$ cat src/rtl/pdm_stim_pkg.sv
// pdm_stim_pkg: mode encodings, config record and offset-binary helper for pdm_stim_gen
package pdm_stim_pkg;
  localparam int CFG_LEVEL_W = 16;
  localparam int CFG_PATTERN_W = 32;
  typedef enum logic [1:0] {
    MODE_DC      = 2'd0,
    MODE_SQUARE  = 2'd1,
    MODE_PATTERN = 2'd2
  } mode_e;
  typedef struct packed {
    mode_e                         mode;
    logic signed [CFG_LEVEL_W-1:0] level;
    logic [15:0]                   half_period;
    logic [CFG_PATTERN_W-1:0]      pattern;
  } cfg_t;
  function automatic logic [CFG_LEVEL_W-1:0] to_offset_bin(input logic [CFG_LEVEL_W-1:0] v);
    return {~v[CFG_LEVEL_W-1], v[CFG_LEVEL_W-2:0]};
  endfunction
endpackage

$ cat src/rtl/pdm_sd_mod.sv
// pdm_sd_mod: sigma-delta modulator; first-order carry by default, second-order with PDM_STIM_SD2_EN
//   clk, rst_n : clock, asynchronous active-low reset
//   tick       : advance one bit period
//   clr        : restart from zero state (applied before a same-cycle tick)
//   x          : signed input sample
//   q          : bit produced by this tick (valid while tick=1)
module pdm_sd_mod
  import pdm_stim_pkg::*;
#(
  parameter int DATA_W = CFG_LEVEL_W
) (
  input  logic                     clk,
  input  logic                     rst_n,
  input  logic                     tick,
  input  logic                     clr,
  input  logic signed [DATA_W-1:0] x,
  output logic                     q
);
`ifdef PDM_STIM_SD2_EN
  localparam int IW = DATA_W + 4;
  localparam logic signed [IW-1:0] FS = IW'(1) <<< (DATA_W - 1);
  logic signed [IW-1:0] i1, i2, i1_n, i2_n, fb;
  logic prev;
  always_comb begin
    fb = (!clr && prev) ? FS : -FS;
    i1_n = (clr ? '0 : i1) + IW'(x) - fb;
    i2_n = (clr ? '0 : i2) + i1_n - fb;
    q = !i2_n[IW-1];
  end
  always_ff @(posedge clk or negedge rst_n)
    if (!rst_n) begin
      i1 <= '0;
      i2 <= '0;
      prev <= 1'b0;
    end else if (tick) begin
      i1 <= i1_n;
      i2 <= i2_n;
      prev <= q;
    end else if (clr) begin
      i1 <= '0;
      i2 <= '0;
      prev <= 1'b0;
    end
`else
  logic [DATA_W-1:0] acc;
  logic [DATA_W:0] sum;
  assign sum = {1'b0, acc & {DATA_W{!clr}}} + {1'b0, to_offset_bin(x)};
  assign q = sum[DATA_W];
  always_ff @(posedge clk or negedge rst_n)
    if (!rst_n) acc <= '0;
    else if (tick) acc <= sum[DATA_W-1:0];
    else if (clr) acc <= '0;
`endif
endmodule

$ cat src/rtl/pdm_stim_gen.sv
// pdm_stim_gen: PDM microphone emulator producing M_CLK/M_DATA from DC, square or pattern sources
//   clk, rst_n          : system clock, asynchronous active-low reset
//   en                  : generator enable; low clears divider, outputs, counter and modulator
//   cfg_valid/cfg_ready : config handshake; accepted config applies at the next bit_tick (or next cycle when en=0)
//   cfg_mode/level/half_period/pattern : config fields (mode 3 behaves as DC)
//   M_CLK, M_DATA       : PDM clock and data; data changes on M_CLK falling
//   bit_tick            : high in the cycle whose closing edge updates M_DATA
//   bit_count           : bits emitted since reset or enable
//   PDM_STIM_SD2_EN     : selects the second-order modulator in pdm_sd_mod
module pdm_stim_gen
  import pdm_stim_pkg::*;
#(
  parameter int DATA_W    = CFG_LEVEL_W,
  parameter int CLK_DIV   = 50,
  parameter int PATTERN_W = CFG_PATTERN_W,
  parameter int CNT_W     = 32
) (
  input  logic                     clk,
  input  logic                     rst_n,
  input  logic                     en,
  input  logic                     cfg_valid,
  output logic                     cfg_ready,
  input  logic [1:0]               cfg_mode,
  input  logic signed [DATA_W-1:0] cfg_level,
  input  logic [15:0]              cfg_half_period,
  input  logic [PATTERN_W-1:0]     cfg_pattern,
  output logic                     M_CLK,
  output logic                     M_DATA,
  output logic                     bit_tick,
  output logic [CNT_W-1:0]         bit_count
);
  localparam int HALF = CLK_DIV / 2;
  localparam int DW = $clog2(CLK_DIV);
  localparam int IW = $clog2(PATTERN_W);
  logic [DW-1:0] div_cnt;
  logic [IW-1:0] idx, idx_b;
  logic [15:0] sq_cnt, sq_cnt_b, hp;
  logic sq_neg, sq_neg_b, sq_wrap, apply, clr, sd_q;
  logic signed [DATA_W-1:0] x, lvl;
  cfg_t act, pend, cur;
  assign bit_tick = en && div_cnt == DW'(HALF);
  // The pending config takes effect on the tick itself, so that tick's sample already uses it.
  always_comb begin
    apply = !cfg_ready && (bit_tick || !en);
    cur = apply ? pend : act;
    clr = !en || (apply && pend.mode != act.mode);
    idx_b = clr ? '0 : idx;
    sq_cnt_b = clr ? '0 : sq_cnt;
    sq_neg_b = !clr && sq_neg;
    hp = cur.half_period == '0 ? 16'd1 : cur.half_period;
    sq_wrap = sq_cnt_b >= hp - 16'd1;
    lvl = DATA_W'(cur.level);
    x = (cur.mode == MODE_SQUARE && sq_neg_b)
      ? (lvl == {1'b1, {(DATA_W-1){1'b0}}} ? ~lvl : -lvl) : lvl;
  end
  pdm_sd_mod #(.DATA_W(DATA_W)) u_mod (
    .clk  (clk),
    .rst_n(rst_n),
    .tick (bit_tick),
    .clr  (clr),
    .x    (x),
    .q    (sd_q)
  );
  always_ff @(posedge clk or negedge rst_n)
    if (!rst_n) begin
      div_cnt <= '0;
      M_CLK <= 1'b0;
      M_DATA <= 1'b0;
      bit_count <= '0;
      idx <= '0;
      sq_cnt <= '0;
      sq_neg <= 1'b0;
    end else if (!en) begin
      div_cnt <= '0;
      M_CLK <= 1'b0;
      M_DATA <= 1'b0;
      bit_count <= '0;
      idx <= '0;
      sq_cnt <= '0;
      sq_neg <= 1'b0;
    end else begin
      div_cnt <= div_cnt == DW'(CLK_DIV - 1) ? '0 : div_cnt + 1'b1;
      M_CLK <= div_cnt < DW'(HALF);
      if (bit_tick) begin
        M_DATA <= cur.mode == MODE_PATTERN ? cur.pattern[idx_b] : sd_q;
        bit_count <= bit_count + 1'b1;
        idx <= idx_b == IW'(PATTERN_W - 1) ? '0 : idx_b + 1'b1;
        sq_cnt <= sq_wrap ? '0 : sq_cnt_b + 16'd1;
        sq_neg <= sq_neg_b ^ sq_wrap;
      end
    end
  always_ff @(posedge clk or negedge rst_n)
    if (!rst_n) begin
      cfg_ready <= 1'b1;
      act <= '0;
      pend <= '0;
    end else if (apply) begin
      act <= pend;
      cfg_ready <= 1'b1;
    end else if (cfg_valid && cfg_ready) begin
      pend <= '{mode: cfg_mode == MODE_PATTERN ? MODE_PATTERN : cfg_mode == MODE_SQUARE ? MODE_SQUARE : MODE_DC,
                level: CFG_LEVEL_W'(cfg_level),
                half_period: cfg_half_period,
                pattern: CFG_PATTERN_W'(cfg_pattern)};
      cfg_ready <= 1'b0;
    end
endmodule

$ cat config.mk
export PLATFORM = sky130hd
export DESIGN_NAME = pdm_stim_gen
export DESIGN_NICKNAME = d
export VERILOG_FILES = /design/src/rtl/pdm_stim_pkg.sv /design/src/rtl/pdm_sd_mod.sv /design/src/rtl/pdm_stim_gen.sv
export SDC_FILE = /design/constraint.sdc
export NUM_CORES = 1
export LEC_CHECK = 0
export ABC_AREA = 1
export CAP_MARGIN = 20
export CELL_PAD_IN_SITES_DETAIL_PLACEMENT = 1
export CELL_PAD_IN_SITES_GLOBAL_PLACEMENT = 1
export CORE_ASPECT_RATIO = 1.4
export CORE_MARGIN = 2
export CORE_UTILIZATION = 35
export DETAILED_ROUTE_END_ITERATION = 8
export HOLD_SLACK_MARGIN = 0.12
export PLACE_DENSITY_LB_ADDON = 0.1
export SLEW_MARGIN = 20
export SYNTH_ARGS = -nofsm -noshare
export SYNTH_HDL_FRONTEND = slang
export SYNTH_SLANG_ARGS = --single-unit
$ cat constraint.sdc
create_clock -name clk -period 4 [get_ports clk]
set_input_delay 0.8 -clock clk [delete_from_list [all_inputs] [get_ports clk]]
set_output_delay 0.8 -clock clk [all_outputs]
set_load 0.005 [all_outputs]
==> results.sh, run 1 <==
export IMPL_run_status="finished with violations"
export IMPL_violations="negative setup slack"
export IMPL_num_fill_cells=3936
export IMPL_clk_path_buf_depth=3
export IMPL_grtUsageTotal=0.206
export IMPL_clock_sinks=211
export IMPL_powerDensity_mw_per_mm2=450
export IMPL_finalWirelength_um=35500
export IMPL_drt_first_iter_violations=353
export IMPL_path_class="reg2reg"
export IMPL_fin_crit_sh=1.01
export IMPL_firstDrtPassIters=4
export IMPL_totalNegativeSetupSlack_ns=-0.248
export IMPL_io_pins=106
export IMPL_grt_pass1_wl_um=57400
export IMPL_die_area_mm2=0.0346
export IMPL_maxCapViolations=0
export IMPL_synthTopCellsByArea="dfrtp_1 45%, nand2_1 15%, inv_1 7.1%"
export IMPL_synth_top_cell_area_share=0.454
export IMPL_grt_pass1_vias=11662
export IMPL_numCtsBuffers=25
export IMPL_layout_drive_gt1_share=0.225
export IMPL_h_tree_depth=1
export IMPL_async_flop_share=1.00
export IMPL_fmax_ghz=0.247
export IMPL_die_h_um=219
export IMPL_synth_area_mm2=0.0116
export IMPL_num_rows=78
export IMPL_worstSkewPairLatency_ns=0.56
export IMPL_grt_max_degree=87
export IMPL_netlist_instances=1497
export IMPL_synth_top_area_cell="dfrtp_1"
export IMPL_slew_headroom=0.520
export IMPL_placed_area_mm2=0.0142
export IMPL_dpl_hpwl_um=24400
export IMPL_area_growth_pct=38.9
export IMPL_p_leak_uw=0.00781
export IMPL_start_util=0.356
export IMPL_grt_ovfl_total=0
export IMPL_root_buffer="clkbuf_16"
export IMPL_ys_seq_area_frac=0.456
export IMPL_vias=10679
export IMPL_synth_edff_count=0
export IMPL_drc=0
export IMPL_path_max_fanout=8
export IMPL_drv_slew=0
export IMPL_fin_ws_ns=-0.0518
export IMPL_rsz0062_at_grt="yes"
export IMPL_path_common_cell="nor2_4"
export IMPL_vias_per_cell=4.78
export IMPL_slowest_stage="dfrtp_1"
export IMPL_gp_congestion=0.819
export IMPL_crit_family="simple AND/OR/NAND/NOR gates"
export IMPL_layout_nets=1887
export IMPL_critPathArrivalTime_ns=4.48
export IMPL_finalHoldViolCount=0
export IMPL_vdd_drop_max_mv=0.394
export IMPL_hold_buffers=0
export IMPL_min_period_ns=4.05
export IMPL_postSynthNetCount=1609
export IMPL_post_drt_wl_per_cell_um=15.9
export IMPL_ant_nets=0
export IMPL_antenna_found_initial=0
export IMPL_ys_ff_latch=211
export IMPL_finClkSkew_ns=0.0162
export IMPL_cts_tree="yes"
export IMPL_cp_num_buf_inv=6
export IMPL_portBuffers=105
export IMPL_worst_slew_pin_slew_ns=0.720
export IMPL_ys_flop_type="dfrtp_1"
export IMPL_yosys_cell_types_count=50
export IMPL_post_route_cell_area_mm2=0.0161
export IMPL_crit_path_end_kind="flop"
export IMPL_required_ns=4.43
export IMPL_ys_warn_count=0
export IMPL_min_path_type="in2async"
export IMPL_max_stage_delay_ns=0.39
export IMPL_final_setup_viol_count=9
export IMPL_coreArea_mm2=0.0325
export IMPL_cp_start_kind="flop"
export IMPL_dieWidth_um=158
export IMPL_clk_pin_slew_ns=0.06
export IMPL_syn_area_per_cell_um2=7.73
-- power by group --
| part | internal [µW] | switching, µW |
|---|---|---|
| Combinational | 921 | 1150 |
| Sequential | 2490 | 172 |
| Clock | 1530 | 964 |
| Total | 4940 | 2290 |
-- layout by cell type, fill, tap and decap left out, drive strengths merged, types with 2 or more instances in the layout --
| cell | count |
|---|---|
| o22ai | 21 |
| ha | 41 |
| clkinvlp | 2 |
| nor3 | 25 |
| o211ai | 2 |
| clkinv | 6 |
| clkdlybuf4s50 | 103 |
| dfrtp | 210 |
| a21oi | 54 |
| or2 | 3 |
| a21boi | 2 |
| nor3b | 2 |
| a211oi | 3 |
| bufinv | 3 |
| o21ai | 114 |
| xnor2 | 6 |
| nor4 | 6 |
| buf | 192 |
| nand3 | 87 |
| xor2 | 30 |
| inv | 230 |
| clkbuf | 37 |
| nand2 | 456 |
| o21a | 9 |
| nor2 | 111 |
| a22oi | 2 |
| nand4 | 19 |
| a31oi | 4 |
| nand3b | 5 |
-- layer usage --
metal  wire (µm)  GRT usage
met5           0          0
met4        1030     0.0658
met3        1030     0.0235
met2       19100      0.393
met1       14400      0.237
-- cells by family after synthesis --
family	synth area share
flip-flops	0.456
adder cells (fa/ha/maj)	0.0460
XOR/XNOR	0.0272
AO/OA/AOI/OAI	0.108
AND/OR/NAND/NOR	0.266
buffers and inverters	0.0967
-- cell type report --
class / count / area, µm² / area share
tap: 440 / 551 / 0.0342
clock buffer: 36 / 767 / 0.0477
antenna: 1 / 2.50 / 0.000156
inverter: 231 / 873 / 0.0543
timing repair buffer: 297 / 2690 / 0.167
clock inverter: 10 / 143 / 0.00887
multi-input combinational: 1009 / 5770 / 0.359
sequential: 211 / 5280 / 0.328
-- cells in the mapped netlist (2+ instances only) --
master and count:
nor2_1 99, o22ai_1 21, o21ai_1 23, a21boi_0 2, o21ai_0 71, nor2_4 3
o211ai_1 2, inv_2 12, a31oi_1 4, nor3_1 19, nand3b_1 5, inv_1 218
o21ai_2 19, o21a_1 9, nor3b_1 2, clkbuf_1 29, nand3_2 3, nand4_1 18
a22oi_1 2, xnor2_1 6, nor2_2 9, a211oi_1 3, ha_1 41, buf_6 7
or2_2 2, nand2_1 450, nand3_1 83, nand2_8 2, buf_2 10, nor3_2 5
nor4_1 6, dfrtp_1 210, a21oi_1 54, nand2_2 3, xor2_1 30
-- state kept, by name, indices dropped and copies added, names as in the netlist, 5 cells and up --
| signal | flops |
|---|---|
| act | 66 |
| bit_count | 32 |
| u_mod.acc | 16 |
| div_cnt | 6 |
| pend | 66 |
| idx | 5 |
| sq_cnt | 16 |
-- final timing paths --
| kind | startpoint | to | slack [ns] | depth (start not counted) |
|---|---|---|---|---|
| worst min register to register | act[3] | act[3] | 0.48 | 2 |
| min in group clk | act[3] | act[3] | 0.48 | 2 |
| worst max register to register | div_cnt[1] | sq_cnt[7] | -0.05 | 29 |
| worst min-delay path | rst_n | bit_count[17] | 0.24 | 1 |
| max in group asynchronous | rst_n | act[49] | 2.79 | 2 |
| worst max-delay path | div_cnt[1] | sq_cnt[7] | -0.05 | 29 |
-- metrics by stage --
stage / util / hold slack (ns) / setup slack, ns / std cells / power, µW
3_5_place_dp: 0.436 / 0.465 / -0.793 / 2148 / 4480
6_report: 0.495 / 0.235 / -0.0518 / 2235 / 7230
4_1_cts: 0.472 / 0.274 / -0.0199 / 2206 / 7110
5_1_grt: 0.495 / 0.301 / -0.334 / 2234 / 7710
3_3_place_gp: 0.436 / 0.453 / -0.721 / 2148 / 4420
2_1_floorplan: - / 0.438 / -0.116 / 1497 / 3690
-- repair_timing --
item,4_1_cts,5_1_grt
setup endpoints to repair,24,28
gates cloned,3,1
gates resized for setup,28,118
setup buffers,9,28
pin swaps,13,36
hold endpoints to repair,0,0
(Power assumes the default switching activity.)
==> run 2, diff against run 1 <==
--- a/config.mk
+++ b/config.mk
@@ -18,4 +18,5 @@
 export SLEW_MARGIN = 20
 export SYNTH_ARGS = -nofsm -noshare
 export SYNTH_HDL_FRONTEND = slang
+export SYNTH_HIERARCHICAL = 1
 export SYNTH_SLANG_ARGS = --single-unit
==> run 2 against run 1 <==
The flow still finishes with violations (negative setup slack); clock-buffer cell count is 3 lower; via count up 7.2%; sequential power is essentially flat; fmax is 0.87% lower; critical path depth grew 1; core utilization decreased by 1.1 points; critical endpoint is now sq_cnt[6]; largest cell class unchanged.
==> results.sh, run 2 <==
export IMPL_vias_per_cell=4.86
export IMPL_slowest_stage="dfrtp_1"
export IMPL_fin_crit_sh=1.02
export IMPL_p_sw_frac=0.338
export IMPL_area_growth_pct=36.1
export IMPL_reg2reg_from="div_cnt[1]"
export IMPL_maxCapViolations=0
export IMPL_totalNegativeSetupSlack_ns=-0.426
export IMPL_gp_congestion=0.815
export IMPL_root_buffer="clkbuf_16"
export IMPL_grt_pass1_vias=12415
export IMPL_drv_slew=0
export IMPL_ys_seq_area_frac=0.437
export IMPL_slew_headroom=0.419
export IMPL_portBuffers=105
export IMPL_drt_first_iter_violations=380
export IMPL_numCtsBuffers=24
export IMPL_r2r_setup_slack_ns=-0.09
export IMPL_total_power_uw=7110
export IMPL_min_path_type="in2async"
export IMPL_crit_path_end_kind="flop"
export IMPL_clk_pin_slew_ns=0.06
export IMPL_ys_flop_type="dfrtp_1"
export IMPL_vias=11445
export IMPL_netlist_top_cells_count="543 x nand2_1, 210 x dfrtp_1, 203 x inv_1"
export IMPL_die_h_um=224
export IMPL_h_tree_depth=1
export IMPL_grtUsageMet1=0.246
export IMPL_netlist_instances=1604
export IMPL_async_flop_share=1.00
export IMPL_synth_fa_ha_area_frac=0.0441
export IMPL_final_cell_mix="507 x nand2_1, 209 x dfrtp_1, 195 x inv_1"
export IMPL_p_int_uw=4710
export IMPL_worst_slew_pin_slew_ns=0.871
export IMPL_fmax_ghz=0.245
export IMPL_path_class="reg2reg"
export IMPL_cp_num_buf_inv=6
export IMPL_finClkSkew_ns=0.0212
export IMPL_grt_busiest_layer="met2"
export IMPL_synth_compound_area_frac=0.0755
export IMPL_cts_tree="yes"
export IMPL_min_period_ns=4.09
export IMPL_antenna_cells=0
export IMPL_firstDrtPassIters=4
export IMPL_path_max_fanout=8
export IMPL_met2_usage=0.403
export IMPL_mostFrequentLayoutCell="nand2_1"
export IMPL_cp_start_kind="flop"
export IMPL_finalWirelength_um=38500
export IMPL_layout_nets=1999
export IMPL_postSynthNetCount=1716
export IMPL_rsz0062_at_grt="yes"
export IMPL_grt_max_degree=104
export IMPL_critPathLaunch="div_cnt[1]"
export IMPL_r2r_end="sq_cnt[6]"
export IMPL_die_area_mm2=0.0361
export IMPL_ant_nets=0
export IMPL_worstSkewPairLatency_ns=0.55
export IMPL_final_setup_viol_count=9
export IMPL_crit_family="simple AND/OR/NAND/NOR gates"
export IMPL_synth_simple_gate_area_frac=0.333
export IMPL_yosys_cell_types_count=53
export IMPL_vdd_drop_max_mv=0.296
export IMPL_clkPwrFrac=0.301
export IMPL_synth_area_mm2=0.0121
export IMPL_run_status="finished with violations"
export IMPL_clk_path_buf_depth=3
export IMPL_synth_edff_count=0
export IMPL_grt_ovfl_total=0
export IMPL_post_drt_wl_per_cell_um=16.3
export IMPL_critPathArrivalTime_ns=4.53
export IMPL_ys_ff_latch=211
export IMPL_dpl_hpwl_um=27700
export IMPL_required_ns=4.45
export IMPL_violations="negative setup slack"
export IMPL_combPwrFrac=0.323
export IMPL_yosysMostFrequentCell="nand2_1"
export IMPL_synth_top_cell_area_share=0.434
export IMPL_antenna_found_initial=0
export IMPL_top_regs="act (66), pend (66), bit_count (32)"
export IMPL_hold_buffers=0
export IMPL_coreArea_mm2=0.0340
export IMPL_clock_sinks=211
export IMPL_start_util=0.355
export IMPL_synth_top_area_cell="dfrtp_1"
export IMPL_grtUsageTotal=0.211
export IMPL_ys_warn_count=6
export IMPL_drc=0
export IMPL_powerDensity_mw_per_mm2=432
export IMPL_fin_ws_ns=-0.0872
export IMPL_switchingPower_uw=2400
export IMPL_finalHoldViolCount=0
export IMPL_num_rows=80
export IMPL_synth_top_family_by_area="simple AND/OR/NAND/NOR gates"
export IMPL_muxShareOfSynthArea=0
export IMPL_syn_area_per_cell_um2=7.54
export IMPL_p_leak_uw=0.00804
export IMPL_max_stage_delay_ns=0.39
export IMPL_io_pins=106
export IMPL_yosys_area_share_xor_xnor=0.0224
export IMPL_grt_use_met3=0.0209
export IMPL_seqPwrFrac=0.376
export IMPL_layout_drive_gt1_share=0.229
export IMPL_grt_pass1_wl_um=61700
export IMPL_r2r_cells=30
export IMPL_dieWidth_um=161
export IMPL_synthTopCellsByArea="dfrtp_1 43%, nand2_1 17%, inv_1 6.3%"
==> run 2: changes by cell type after synthesis, sizes merged, moves of 4 or more <==
cell | before | now
nand4 | 19 | 13
inv | 230 | 215
nand2 | 455 | 562
nor3 | 25 | 39
a21oi | 54 | 41
o22ai | 21 | 12
o21a | 9 | 1
or2 | 3 | 7
nor2 | 111 | 125
nor4 | 6 | 10
nand3 | 87 | 140
clkbuf | 29 | 23
buf | 18 | 24
o21ai | 114 | 80
==> run 2: worst register-to-register path, delay by kind of cell, from the launching register on <==
kind            cells  cell delay [ns]
compound gates      5             0.85
xor+xnor            1             0.20
fa+ha+maj           3             0.46
buf+inv             6             0.61
flops               1             0.39
simple gates       15             1.48
==> run 2: final cells by class <==
cell class	instances	area [µm²]
well taps	451	564
flip-flops and latches	211	5280
multi-input cells	1131	6330
inverters	215	812
fillers	4194	17600
clock inverters	11	87.6
repair buffers	304	2720
clock buffers	33	674
==> run 2: metrics by stage <==
step	worst slack, ns	std cells	hold WS, ns	utilization	area [µm²]
floorplan	0.000847	1604	0.438	-	12200
global placement	-0.630	2280	0.449	0.435	14800
detailed placement	-0.751	2280	0.458	0.435	14800
CTS	0.00895	2329	0.327	0.461	15700
global route	-0.248	2356	0.350	0.484	16500
finish	-0.0872	2356	0.280	0.484	16500
==> run 2: metal layers <==
metal / share of wire / routed length, µm
met4: 0.026 / 992
met2: 0.53 / 20600
met5: 0 / 0
met3: 0.024 / 913
met1: 0.42 / 16000
==> run 2: cells by family after synthesis <==
group | Yosys count
flops | 211
simple gates | 906
xor+xnor | 31
compound gates | 152
fa+ha+maj | 42
buf+inv | 262
==> run 2: what timing repair did <==
item                                    CTS  global route
endpoints found under the setup margin   21            27
pin swaps                                 9            58
gates resized for setup                  14           143
cloned                                    2             1
buffers inserted                          3            28
==> run 2: how the worst max path moves through the flow <==
stage,endpoint,depth (start not counted)
CTS,sq_cnt[13],32
floorplan,sq_cnt[5],30
global route,sq_cnt[6],30
finish,sq_cnt[6],30
global placement,sq_cnt[3],31
detailed placement,sq_cnt[3],31
==> run 2: power by group through the flow <==
stage	registers (µW)	clock network [µW]	logic (µW)
floorplan	2640	0	1150
global placement	2690	0	1980
detailed placement	2700	0	2030
CTS	2660	2220	2080
global route	2710	2290	2570
finish	2670	2140	2300
==> run 3, diff against run 2 <==
--- a/config.mk
+++ b/config.mk
@@ -11,10 +11,10 @@
 export CELL_PAD_IN_SITES_GLOBAL_PLACEMENT = 1
 export CORE_ASPECT_RATIO = 1.4
 export CORE_MARGIN = 2
-export CORE_UTILIZATION = 35
+export CORE_UTILIZATION = 39
 export DETAILED_ROUTE_END_ITERATION = 8
 export HOLD_SLACK_MARGIN = 0.12
-export PLACE_DENSITY_LB_ADDON = 0.1
+export PLACE_DENSITY_LB_ADDON = 0.05
 export SLEW_MARGIN = 20
 export SYNTH_ARGS = -nofsm -noshare
 export SYNTH_HDL_FRONTEND = slang
==> run 3 against run 2 <==
The run now ends clean; routed wire length is 3.1% lower; via count hardly changed; clock skew is 0.0014 ns higher; register-to-register slack better by 0.19 ns; cell count is 3.2% lower; flip-flop and latch count stayed put; fmax is 4.9% higher; cell area is 1.2% lower; combinational power is 5% lower; critical path type unchanged.
==> results.sh, run 3 (same netlist as run 2, synthesis figures left out) <==
export IMPL_run_status="finished, final reports clean"
export IMPL_slew_headroom=0.474
export IMPL_grt_pass1_vias=12257
export IMPL_grt_max_degree=78
export IMPL_worst_slew_pin_slew_ns=0.788
export IMPL_vias_per_cell=5.02
export IMPL_portBuffers=105
export IMPL_layout_drive_gt1_share=0.209
export IMPL_fmax_ghz=0.257
export IMPL_maxCapViolations=0
export IMPL_numCtsBuffers=24
export IMPL_clk_pin_slew_ns=0.06
export IMPL_min_path_type="in2async"
export IMPL_firstDrtPassIters=4
export IMPL_vias=11444
export IMPL_finalWirelength_um=37300
export IMPL_finClkSkew_ns=0.0226
export IMPL_dpl_hpwl_um=26600
export IMPL_powerDensity_mw_per_mm2=456
export IMPL_path_class="reg2reg"
export IMPL_h_tree_depth=1
export IMPL_dpl_cell_count=2211
export IMPL_num_rows=76
export IMPL_die_h_um=212
export IMPL_min_period_ns=3.90
export IMPL_p_sw_frac=0.320
export IMPL_path_max_fanout=8
export IMPL_crit_path_end_kind="flop"
export IMPL_reg2reg_from="div_cnt[1]"
export IMPL_p_int_uw=5050
export IMPL_dieWidth_um=153
export IMPL_grt_ovfl_total=0
export IMPL_area_growth_pct=34.5
export IMPL_ant_nets=0
export IMPL_vdd_drop_max_mv=0.367
export IMPL_seqPwrFrac=0.359
export IMPL_io_pins=106
export IMPL_combPwrFrac=0.294
export IMPL_final_cell_mix="523 x nand2_1, 210 x dfrtp_1, 194 x inv_1"
export IMPL_p_leak_uw=0.00804
export IMPL_cts_tree="yes"
export IMPL_drv_slew=0
export IMPL_post_drt_wl_per_cell_um=16.4
export IMPL_final_setup_viol_count=0
export IMPL_finalHoldViolCount=0
export IMPL_required_ns=4.43
export IMPL_clkPwrFrac=0.346
export IMPL_worstSkewPairLatency_ns=0.56
export IMPL_layout_nets=1984
export IMPL_clock_sinks=211
export IMPL_rsz0062_at_grt="yes"
export IMPL_drt_first_iter_violations=352
export IMPL_total_power_uw=7430
export IMPL_final_cells=2280
export IMPL_r2r_cells=33
export IMPL_switchingPower_uw=2380
export IMPL_coreArea_mm2=0.0306
export IMPL_r2r_end="sq_cnt[0]"
export IMPL_clk_path_buf_depth=3
export IMPL_top_regs="act (66), pend (66), bit_count (32)"
export IMPL_antenna_found_initial=0
export IMPL_drc=0
export IMPL_antenna_cells=0
export IMPL_fin_crit_sh=0.974
export IMPL_r2r_setup_slack_ns=0.10
export IMPL_grtUsageTotal=0.225
export IMPL_grt_pass1_wl_um=60100
export IMPL_mostFrequentLayoutCell="nand2_1"
export IMPL_critPathArrivalTime_ns=4.32
export IMPL_num_fill_cells=3715
export IMPL_cp_start_kind="flop"
export IMPL_gp_congestion=0.842
export IMPL_start_util=0.395
export IMPL_die_area_mm2=0.0325
export IMPL_root_buffer="clkbuf_16"
export IMPL_max_stage_delay_ns=0.39
export IMPL_slowest_stage="dfrtp_1"
## run 3: cell count changes in the layout (fill, tap and decap cells not counted), moves of 5 or more
cell,before,now
buf_4,177,163
bufinv_16,0,7
ha_1,33,38
nand2_1,507,523
nand2_2,44,28
nor2_1,97,102
o22ai_1,12,7
o22ai_2,0,5
## run 3: worst max-delay path, delay by kind of cell (launching register included)
kind	cells	cell delay [ns]
AOI/OAI and AO/OA	2	0.11
xor gates and xnor gates	1	0.17
adders and majority gates	3	0.55
buffers and inverters	8	0.76
DFF	1	0.39
and+or+nand+nor	19	1.79
## run 3: worst max-delay path by stage
stage	start	endpoint	slack (ns)
floorplan	en	sq_cnt[5]	0.0008
global placement	en	sq_cnt[3]	-0.59
detailed placement	en	sq_cnt[13]	-0.69
CTS	div_cnt[0]	sq_cnt[12]	0.005
global route	div_cnt[1]	sq_cnt[8]	-0.22
finish	div_cnt[1]	sq_cnt[0]	0.10
## run 3: per-layer routing
layer / vias up / global-route usage / share of wire
li1: 5629 / - / -
met3: 59 / 0.0228 / 0.028
met1: 5618 / 0.268 / 0.41
met2: 138 / 0.429 / 0.53
met4: 0 / 0.0626 / 0.023
met5: - / 0 / 0
## run 3: stage by stage
stage                     instance area, µm²   util  worst slack (ns)  setup TNS [ns]  hold slack (ns)
final                                  16300  0.531             0.104               0            0.234
after global routing                   16300  0.531            -0.219           -3.73            0.268
after CTS                              15700  0.512           0.00513               0            0.241
after detailed placement               14700  0.479            -0.693          -18.27            0.457
after global placement                 14700  0.479            -0.595          -15.14            0.454
after floorplan                        12200      -          0.000847               0            0.438
## run 3: area by class of cell
cell class	instances	area [µm²]	share of cell area
clock buffers	28	636	0.0391
inverters	215	810	0.0497
multi-input cells	1131	6160	0.378
flip-flops and latches	211	5280	0.325
repair buffers	289	2610	0.161
well taps	390	488	0.0300
clock inverters	16	288	0.0177
## run 3: power groups by stage
| stage | logic, µW | clock network [µW] | registers (µW) |
|---|---|---|---|
| floorplan | 1150 | 0 | 2640 |
| global placement | 1950 | 0 | 2690 |
| detailed placement | 2010 | 0 | 2690 |
| CTS | 2050 | 2640 | 2660 |
| global route | 2440 | 2710 | 2710 |
| finish | 2190 | 2570 | 2670 |
## run 3: repair_timing
item | in CTS | in global routing
resized for setup | 13 | 97
hold buffers | 0 | 0
pin swaps | 4 | 54
buffers inserted | 1 | 21
gates cloned | 1 | 3
endpoints found under the setup margin | 21 | 25
